## config.mk

```make
export PLATFORM = sky130hd
export DESIGN_NAME = simd_alu_pipe
export DESIGN_NICKNAME = d
export VERILOG_FILES = /design/src/rtl/simd_alu_pipe.sv
export SDC_FILE = /design/constraint.sdc
export NUM_CORES = 2
export LEC_CHECK = 0
export ABC_AREA = 1
export CAP_MARGIN = 40
export CORE_MARGIN = 10
export CORE_UTILIZATION = 55
export CTS_CLUSTER_DIAMETER = 30
export DETAILED_ROUTE_END_ITERATION = 7
export GPL_ROUTABILITY_DRIVEN = 0
export GPL_TIMING_DRIVEN = 1
export PLACE_DENSITY = 0.73
export SYNTH_ARGS = -nofsm -noshare
export SYNTH_HDL_FRONTEND = slang
export SYNTH_SLANG_ARGS = --single-unit
```

## constraint.sdc

```tcl
create_clock -name clk -period 8.35 [get_ports clk]
set_input_delay 1.2525 -clock clk [delete_from_list [all_inputs] [get_ports clk]]
set_output_delay 1.2525 -clock clk [all_outputs]
set_load 0.02 [all_outputs]
```

## src/rtl/simd_alu_pipe.sv

```systemverilog
// simd_alu_pipe: two-stage SIMD lane ALU with dot-product accumulator; define SIMD_ALU_SAT_EN for saturating arithmetic and the sat_flag port
module simd_alu_pipe #(
    parameter int LANES        = 4,
    parameter int DATA_W       = 16,
    parameter int ACC_W        = 48,
    parameter int OPCODE_WIDTH = 3
) (
    input  logic                      clk,
    input  logic                      rstn,
    input  logic                      in_valid,
    output logic                      in_ready,
    input  logic [OPCODE_WIDTH-1:0]   opcode,
    input  logic [LANES*DATA_W-1:0]   a,
    input  logic [LANES*DATA_W-1:0]   b,
    output logic                      out_valid,
    input  logic                      out_ready,
    output logic [LANES*DATA_W-1:0]   out_data,
    output logic [ACC_W-1:0]          out_acc,
`ifdef SIMD_ALU_SAT_EN
    output logic [OPCODE_WIDTH-1:0]   out_opcode,
    output logic [LANES:0]            sat_flag
`else
    output logic [OPCODE_WIDTH-1:0]   out_opcode
`endif
);
`ifdef SIMD_ALU_SAT_EN
    localparam bit SAT_EN = 1'b1;
`else
    localparam bit SAT_EN = 1'b0;
`endif
    localparam int PW = 2 * DATA_W;
    localparam logic [OPCODE_WIDTH-1:0] OP_ADD  = OPCODE_WIDTH'(1);
    localparam logic [OPCODE_WIDTH-1:0] OP_SUB  = OPCODE_WIDTH'(2);
    localparam logic [OPCODE_WIDTH-1:0] OP_MUL  = OPCODE_WIDTH'(3);
    localparam logic [OPCODE_WIDTH-1:0] OP_DOTP = OPCODE_WIDTH'(4);
    localparam logic [OPCODE_WIDTH-1:0] OP_CLR  = OPCODE_WIDTH'(5);
    localparam logic [OPCODE_WIDTH-1:0] OP_RD   = OPCODE_WIDTH'(6);
    localparam logic signed [PW-1:0]    L_MAX   = {{(DATA_W+1){1'b0}}, {(DATA_W-1){1'b1}}};
    localparam logic signed [PW-1:0]    L_MIN   = {{(DATA_W+1){1'b1}}, {(DATA_W-1){1'b0}}};
    localparam logic [ACC_W-1:0]        A_MAX   = {1'b0, {(ACC_W-1){1'b1}}};
    localparam logic [ACC_W-1:0]        A_MIN   = {1'b1, {(ACC_W-1){1'b0}}};

    logic [1:0]                r_rst_q;
    logic                      w_rst_n;
    logic                      w_en;
    logic signed [PW-1:0]      w_s1_res [LANES];
    logic                      r_s1_valid;
    logic [OPCODE_WIDTH-1:0]   r_s1_op;
    logic signed [PW-1:0]      r_s1_res [LANES];
    logic                      r_out_valid;
    logic [LANES*DATA_W-1:0]   r_out_data;
    logic [ACC_W-1:0]          r_acc;
    logic [OPCODE_WIDTH-1:0]   r_out_op;
    logic signed [ACC_W-1:0]   w_dot;
    logic [ACC_W-1:0]          w_acc_sum;
    logic                      w_acc_sat;
    logic [ACC_W-1:0]          w_acc_next;
    logic                      w_lane_op;
    logic [LANES-1:0]          w_lane_sat;
    logic [LANES*DATA_W-1:0]   w_out_data;

    // reset asserts asynchronously and releases two clocks after rstn rises
    always_ff @(posedge clk or negedge rstn) begin
        if (!rstn) r_rst_q <= 2'b00;
        else       r_rst_q <= {r_rst_q[0], 1'b1};
    end

    assign w_rst_n  = r_rst_q[1];
    assign w_en     = !r_out_valid || out_ready;
    assign in_ready = w_en && w_rst_n;

    for (genvar i = 0; i < LANES; i++) begin : g_lane
        logic signed [DATA_W-1:0] w_a, w_b;
        logic signed [PW-1:0]     w_prod;
        assign w_a    = a[i*DATA_W +: DATA_W];
        assign w_b    = b[i*DATA_W +: DATA_W];
        assign w_prod = w_a * w_b;
        assign w_s1_res[i] = (opcode == OP_ADD) ? PW'(w_a) + PW'(w_b) :
                             (opcode == OP_SUB) ? PW'(w_a) - PW'(w_b) :
                             (opcode == OP_MUL || opcode == OP_DOTP) ? w_prod : '0;
    end

    // cross-lane reduction of the S1 products into accumulator width
    always_comb begin
        w_dot = '0;
        for (int k = 0; k < LANES; k++) w_dot = w_dot + ACC_W'(r_s1_res[k]);
    end

    assign w_acc_sum  = r_acc + w_dot;
    assign w_acc_sat  = SAT_EN && (r_s1_op == OP_DOTP) && (r_acc[ACC_W-1] == w_dot[ACC_W-1]) &&
                        (w_acc_sum[ACC_W-1] != r_acc[ACC_W-1]);
    assign w_acc_next = (r_s1_op == OP_DOTP) ? (w_acc_sat ? (r_acc[ACC_W-1] ? A_MIN : A_MAX) : w_acc_sum) :
                        (r_s1_op == OP_CLR)  ? '0 : r_acc;
    assign w_lane_op  = (r_s1_op == OP_ADD) || (r_s1_op == OP_SUB) || (r_s1_op == OP_MUL);

    // per-lane result narrowing, plus lane0 accumulator views for DOTP/ACC_RD
    always_comb begin
        w_out_data = '0;
        w_lane_sat = '0;
        for (int k = 0; k < LANES; k++) begin
            if (w_lane_op) begin
                w_lane_sat[k] = SAT_EN && (r_s1_res[k] > L_MAX || r_s1_res[k] < L_MIN);
                w_out_data[k*DATA_W +: DATA_W] = w_lane_sat[k] ?
                    (r_s1_res[k][PW-1] ? L_MIN[DATA_W-1:0] : L_MAX[DATA_W-1:0]) : r_s1_res[k][DATA_W-1:0];
            end
        end
        if (r_s1_op == OP_DOTP) w_out_data[DATA_W-1:0] = w_acc_next[DATA_W-1:0];
        if (r_s1_op == OP_RD)   w_out_data[DATA_W-1:0] = r_acc[DATA_W-1:0];
    end

    // both stages advance together; the accumulator commits as a beat enters the output register
    always_ff @(posedge clk or negedge w_rst_n) begin
        if (!w_rst_n) begin
            r_s1_valid  <= 1'b0;
            r_s1_op     <= '0;
            for (int k = 0; k < LANES; k++) r_s1_res[k] <= '0;
            r_out_valid <= 1'b0;
            r_out_data  <= '0;
            r_acc       <= '0;
            r_out_op    <= '0;
        end else if (w_en) begin
            r_s1_valid  <= in_valid;
            if (in_valid) begin
                r_s1_op  <= opcode;
                r_s1_res <= w_s1_res;
            end
            r_out_valid <= r_s1_valid;
            if (r_s1_valid) begin
                r_out_data <= w_out_data;
                r_acc      <= w_acc_next;
                r_out_op   <= r_s1_op;
            end
        end
    end

`ifdef SIMD_ALU_SAT_EN
    logic [LANES:0] r_sat;

    // saturation flags travel with the result beat
    always_ff @(posedge clk or negedge w_rst_n) begin
        if (!w_rst_n)                    r_sat <= '0;
        else if (w_en && r_s1_valid)     r_sat <= {w_acc_sat, w_lane_sat};
    end

    assign sat_flag = r_sat;
`else
`endif

    assign out_valid  = r_out_valid;
    assign out_data   = r_out_data;
    assign out_acc    = r_acc;
    assign out_opcode = r_out_op;
endmodule

```

======== Yosys cells after proc, flatten, opt, wreduce, memory -nomap -nowiden ========
Index checks and enable logic that the tools add are counted.
cells by class
  add/sub/neg operators ................... 12
  multiply operators ...................... 4
  divide/modulo/power cells ............... 0
  magnitude comparators ................... 0
  eq/ne operators ......................... 10
  shift-type cells ........................ 0
  muxes and demuxes ....................... 20
  bitwise operators ....................... 0
  reduce and logical (&&, ||, !) cells .... 10
operators by type and width
  cell                                                 count
  2-to-1 mux 32 bit                                    12
  multiplier 16 x 16 -> 32 bit                         4
  2-to-1 mux 16 bit                                    6
  2-to-1 mux 48 bit                                    2
  adder 16 x 16 -> 17 bit                              4
  subtractor 16 x 16 -> 17 bit                         4
  adder 48 bit                                         1
  adder 34 x 32 -> 35 bit                              1
  adder 33 x 32 -> 34 bit                              1
  adder 32 x 32 -> 33 bit                              1
  equality test 3 x 2 -> 1 bit, second input constant  4
  equality test 3 bit, second input constant           4
  equality test 3 x 1 -> 1 bit, second input constant  2
  logical OR 1 bit                                     4
  AND reduction 2 bit                                  2
  AND reduction 3 bit                                  1
  nonzero test 2 bit                                   1
  logical AND 1 bit                                    1
  logical NOT 1 bit                                    1
storage, ports and cells
  flip-flop bits (word level) ............. 250
  bits in latches ......................... 0
  memory bits (writable) .................. 0
  memory bits (read-only) ................. 0
  word-level logic and storage cells ...... 68
  memories kept ........................... 0

======== Logic depth before layout (Yosys ltp) ========
  word-level depth ........................ 7
  gate-level depth with buffers ........... 33
  gate-level depth less buffers ........... 33

======== Worst setup path after synthesis ========
Ideal clock, no wire load.
  path kind ............................... reg-to-output
  start ................................... register r_rst_q[1]
  end ..................................... output in_ready
  arrival ................................. 6309 ps
  required time ........................... 7098 ps
  path slack .............................. 788 ps
  stages on the path, launching flop included .. 3
  buffers on the path ..................... 0
  cell sequence ........................... dfrtp_1 -> inv_1 -> nor2_1
on the way
  cells in the longest elaborated chain, start to end .. 1
ends and longest elaborated chain
  item                    line  RTL
  from (decl)             43    logic [1:0] r_rst_q;
  from (signal assigned)  65    else r_rst_q <= {r_rst_q[0], 1'b1};
  logical AND 1 bit       70    assign in_ready = w_en && w_rst_n;
  to (decl)               11    output logic in_ready,
No other way between the ends.

======== Worst setup path in the final report ========
  start ................................... input a[47]
  end ..................................... register r_s1_res[62] (netlist name)
on the way
  cells in the longest elaborated chain, start to end .. 4
ends and longest elaborated chain
  item                          line  RTL
  from (decl)                   13    input logic [LANES*DATA_W-1:0] a,
  multiplier 16 x 16 -> 32 bit  77    assign w_prod = w_a * w_b;
  2-to-1 mux 32 bit             80    (opcode == OP_MUL || opcode == OP_DOTP) ? w_prod : '0;
  2-to-1 mux 32 bit             79    (opcode == OP_SUB) ? PW'(w_a) - PW'(w_b) :
  2-to-1 mux 32 bit (*)         78    assign w_s1_res[i] = (opcode == OP_ADD) ? PW'(w_a) + PW'(w_b) :
  to (signal assigned)          125   r_s1_res <= w_s1_res;
  to (decl)                     49    logic signed [PW-1:0] r_s1_res [LANES];
Mark *: on every way between the ends. The rest lies on a longest branch, timed or not.
A chain may end at the register's enable or synchronous reset.

==> results summary <==
The clock latency at the later pin of the worst-skew pair is 0.59 ns. Summing all flip-flop and latch instances after layout gives 6260 um2. The final standard cell utilization of the core is 0.6078. The ratio of final minimum period to clock period is 0.8737. The startpoint of the worst hold path is r_rst_q[0]. The total number of H-tree levels is 2. The kind of end point of the critical path is a register.

The classification of the worst-slack hold path is register to register. The final reports fail on design-rule violations. The number of distinct library cells after synthesis is 57. The final HPWL from detailed placement is approximately 170,000 um. The minimum period implied by the final worst setup slack came out at 7.296 ns.

The required arrival time at the worst endpoint is 8.80 ns. The setup path with the least slack is of type input port to register. The number of antenna violations at the first check in global routing came out at 7.

The share of flip-flops with an asynchronous set or reset after synthesis is 1.000. The most critical setup path has its startpoint at a[47]. The number of cell instances on the worst register-to-register path came out at 23. The mean instance size in the synthesized netlist is 7.290 um2. The post-cts sizing count came out at 0.

The startpoint of the most critical register-to-register path is r_s1_res[33]. The final setup violation count is 0. The number of hold buffers added after CTS was 0. The total die area is 134,100 um2. The area occupied by multi-input gates came out at 49,660 um2. The maximum fanout count along the critical path is 9.

Port buffering added 251 buffers. The hold violation count in the final report is 0. The number of nets at the end of the flow is 10,970. From bottom edge to top edge, the die measures 366.2 um. The post-CTS setup buffer count is 0. The count of mapped cells out of synthesis came out at around 9,000. The max-slew violation total from the final report came out at 0. The worst endpoint data arrival time came out at slightly below 8 ns.

The number of violations reported at the end of detailed-routing iteration 0 is roughly 6,300. The first global-routing pass estimated 330,500 um of wire. The routed wire length is 206,300 um. The region available for standard cell placement spans 118,600 um2. The endpoint identified for the worst register-to-register timing path is out_data[12]. The via count normalized by instance count came out at roughly 5.5. On the final layout, the worst clock skew is 0.04244 ns. In the final routed layout, each cell accounts on average for 19.07 um. From synthesis to final layout, the design area changed by 9.306%. The total of flip-flops plus latches after synthesis is 250. The number of top-level design ports came out at between 200 and 300. Counting every net in the synthesized netlist gives 10,840. The total CTS buffers came out at 49.

The run finished, with violations left. The starting density of the core came out at 0.5560. The share of the yosys chip area belonging to registers is 0.09491.

The largest net degree at the start of global routing is 112. In the routed design, unresolved DRC markers number 7. The post-synthesis cell area is 65,920 um2. TritonCTS built the clock tree. The leftover overflow at the end of global routing came out at 0. The first-pass iteration count of the detailed router is 8. The actual slew at the worst max-slew pin is approximately 0.96 ns. The number of enable flip-flop cells after synthesis came out at 0.

The via total after detailed routing came out at 60,020. The number of global-route vias before repair came to 60,890. The total global-route track usage is 0.3037. In the final layout, the share of cells above drive strength 1 is 0.03223.

The clock edge transition at the registers on the reported setup and hold paths is 0.05 ns. The die width came out at 366.2 um. The setup total negative slack is 0 ns.

Setup repair after global routing left no endpoint under its margin. The achievable clock frequency is 137.1 MHz. The most used flip-flop cell after synthesis is dfrtp_1. The final-layout fill cell count is 10,750.

The remaining antenna violation count after routing is 0. The count of yosys warnings during synthesis is 0. The row count is 126. Clock tree synthesis selected as its root buffer the cell clkbuf_16.

The headroom to the max-slew limit is 0.3554. The max-cap check violation count is 0. The maximum count of clock buffers along a single path came out at 3.

The startpoint class of the critical path is an input port. The setup slack of the most critical reg-to-reg path came out at 2.40 ns. The most critical setup path has its endpoint at r_s1_res[62]. The clock net in this run drives a total of 250 sinks.
-- critical path, stage by stage --
cell and delay [ns]:
clkdlybuf4s50_1 0.74, nand2_1 0.17, inv_1 0.16, fa_1 0.58
fa_1 0.96, fa_1 0.61, fa_1 0.54, inv_1 0.05
fa_1 0.50, inv_1 0.06, fa_1 0.44, ha_1 0.38
inv_1 0.08, nor3_1 0.20, inv_1 0.09, nor2_1 0.15
inv_1 0.06, nor2_1 0.17, nor2_1 0.09, nand2_1 0.06
nand2_1 0.05, nand3_1 0.06, nand2_1 0.07, nor2_1 0.16
nor2_1 0.06
-- cells in the final DEF (no fill, tap or decap), drive strengths merged, types with 82 or more instances in the layout --
master / count
fa: 1122
ha: 541
clkdlybuf4s50: 251
nand4: 82
inv: 2348
buf: 132
dfrtp: 250
nor2: 611
nand3: 333
o21ai: 496
a21oi: 476
nand2: 2041
-- sequential cells by signal, summed over array words and instances, names as in the netlist --
signal and flops:
out_opcode 3, out_acc 48, out_data 64, r_s1_op 3
r_rst_q 2, out_valid 1, r_s1_valid 1, r_s1_res 128
-- how the worst min path moves through the flow --
stage / slack (ns) / end / depth (start not counted)
after floorplan: 0.33 / r_rst_q[1] / 0
after global placement: 0.34 / r_rst_q[1] / 0
after detailed placement: 0.34 / r_rst_q[1] / 0
after CTS: 0.36 / r_rst_q[1] / 0
after global routing: 0.37 / r_rst_q[1] / 0
final: 0.36 / r_rst_q[1] / 0
-- stage by stage --
step	cells	instance area, um2	hold slack [ns]	worst slack [ns]
6_report	10820	72050	0.3576	1.054
4_1_cts	10810	72030	0.3606	1.099
5_1_grt	10820	72050	0.3655	0.8475
3_3_place_gp	10720	70160	0.3430	0.6708
2_1_floorplan	9042	65920	0.3312	0.7883
3_5_place_dp	10720	70290	0.3370	0.5687
-- Yosys cell counts (11+ instances only) --
cell type,n,area share
o211ai_1,12,0.0014
o21bai_1,40,0.0046
a211oi_1,11,0.0013
or2_2,32,0.0030
a31oi_1,52,0.0049
nor3_1,56,0.0043
nand3_1,331,0.025
nand4_1,82,0.0078
dfrtp_1,250,0.095
ha_1,541,0.10
xor2_1,56,0.0074
a21o_1,26,0.0030
o21a_1,17,0.0019
o22ai_1,15,0.0014
a21oi_1,471,0.036
clkbuf_1,256,0.015
nand2_1,2034,0.12
inv_1,2330,0.13
nor2_1,610,0.035
buf_2,26,0.0020
o21ai_0,484,0.037
xnor2_1,41,0.0054
fa_1,1122,0.34
a21boi_0,20,0.0023
-- cells by family after synthesis --
| group | after synthesis | share of synthesized area |
|---|---|---|
| and+or+nand+nor | 3180 | 0.1946 |
| buffers and inverters | 2638 | 0.1519 |
| DFF | 250 | 0.09491 |
| xor gates and xnor gates | 97 | 0.01289 |
| AOI/OAI and AO/OA | 1213 | 0.1023 |
| other | 1 | 0.00005689 |
| adders and majority gates | 1663 | 0.4434 |
-- per-layer routing --
layer | global-route usage | vias to the layer above | share of wire
li1 | - | 27440 | -
met1 | 0.3998 | 28930 | 0.39
met2 | 0.4977 | 3091 | 0.46
met3 | 0.05779 | 548 | 0.10
met4 | 0.1091 | 6 | 0.042
met5 | 0 | - | 0.00020
-- area by class of cell --
cell class	count	area share
Clock inverter	36	0.006460
Clock buffer	55	0.01775
Tap cell	1600	0.02778
Antenna cell	2	0.00006946
Sequential cell	250	0.08688
Multi-Input combinational cell	6154	0.6893
Timing Repair Buffer	383	0.05001
Inverter	2337	0.1218
Power is not shown: default switching activity piles up to over one toggle a cycle in this logic, so the estimate is an artifact.
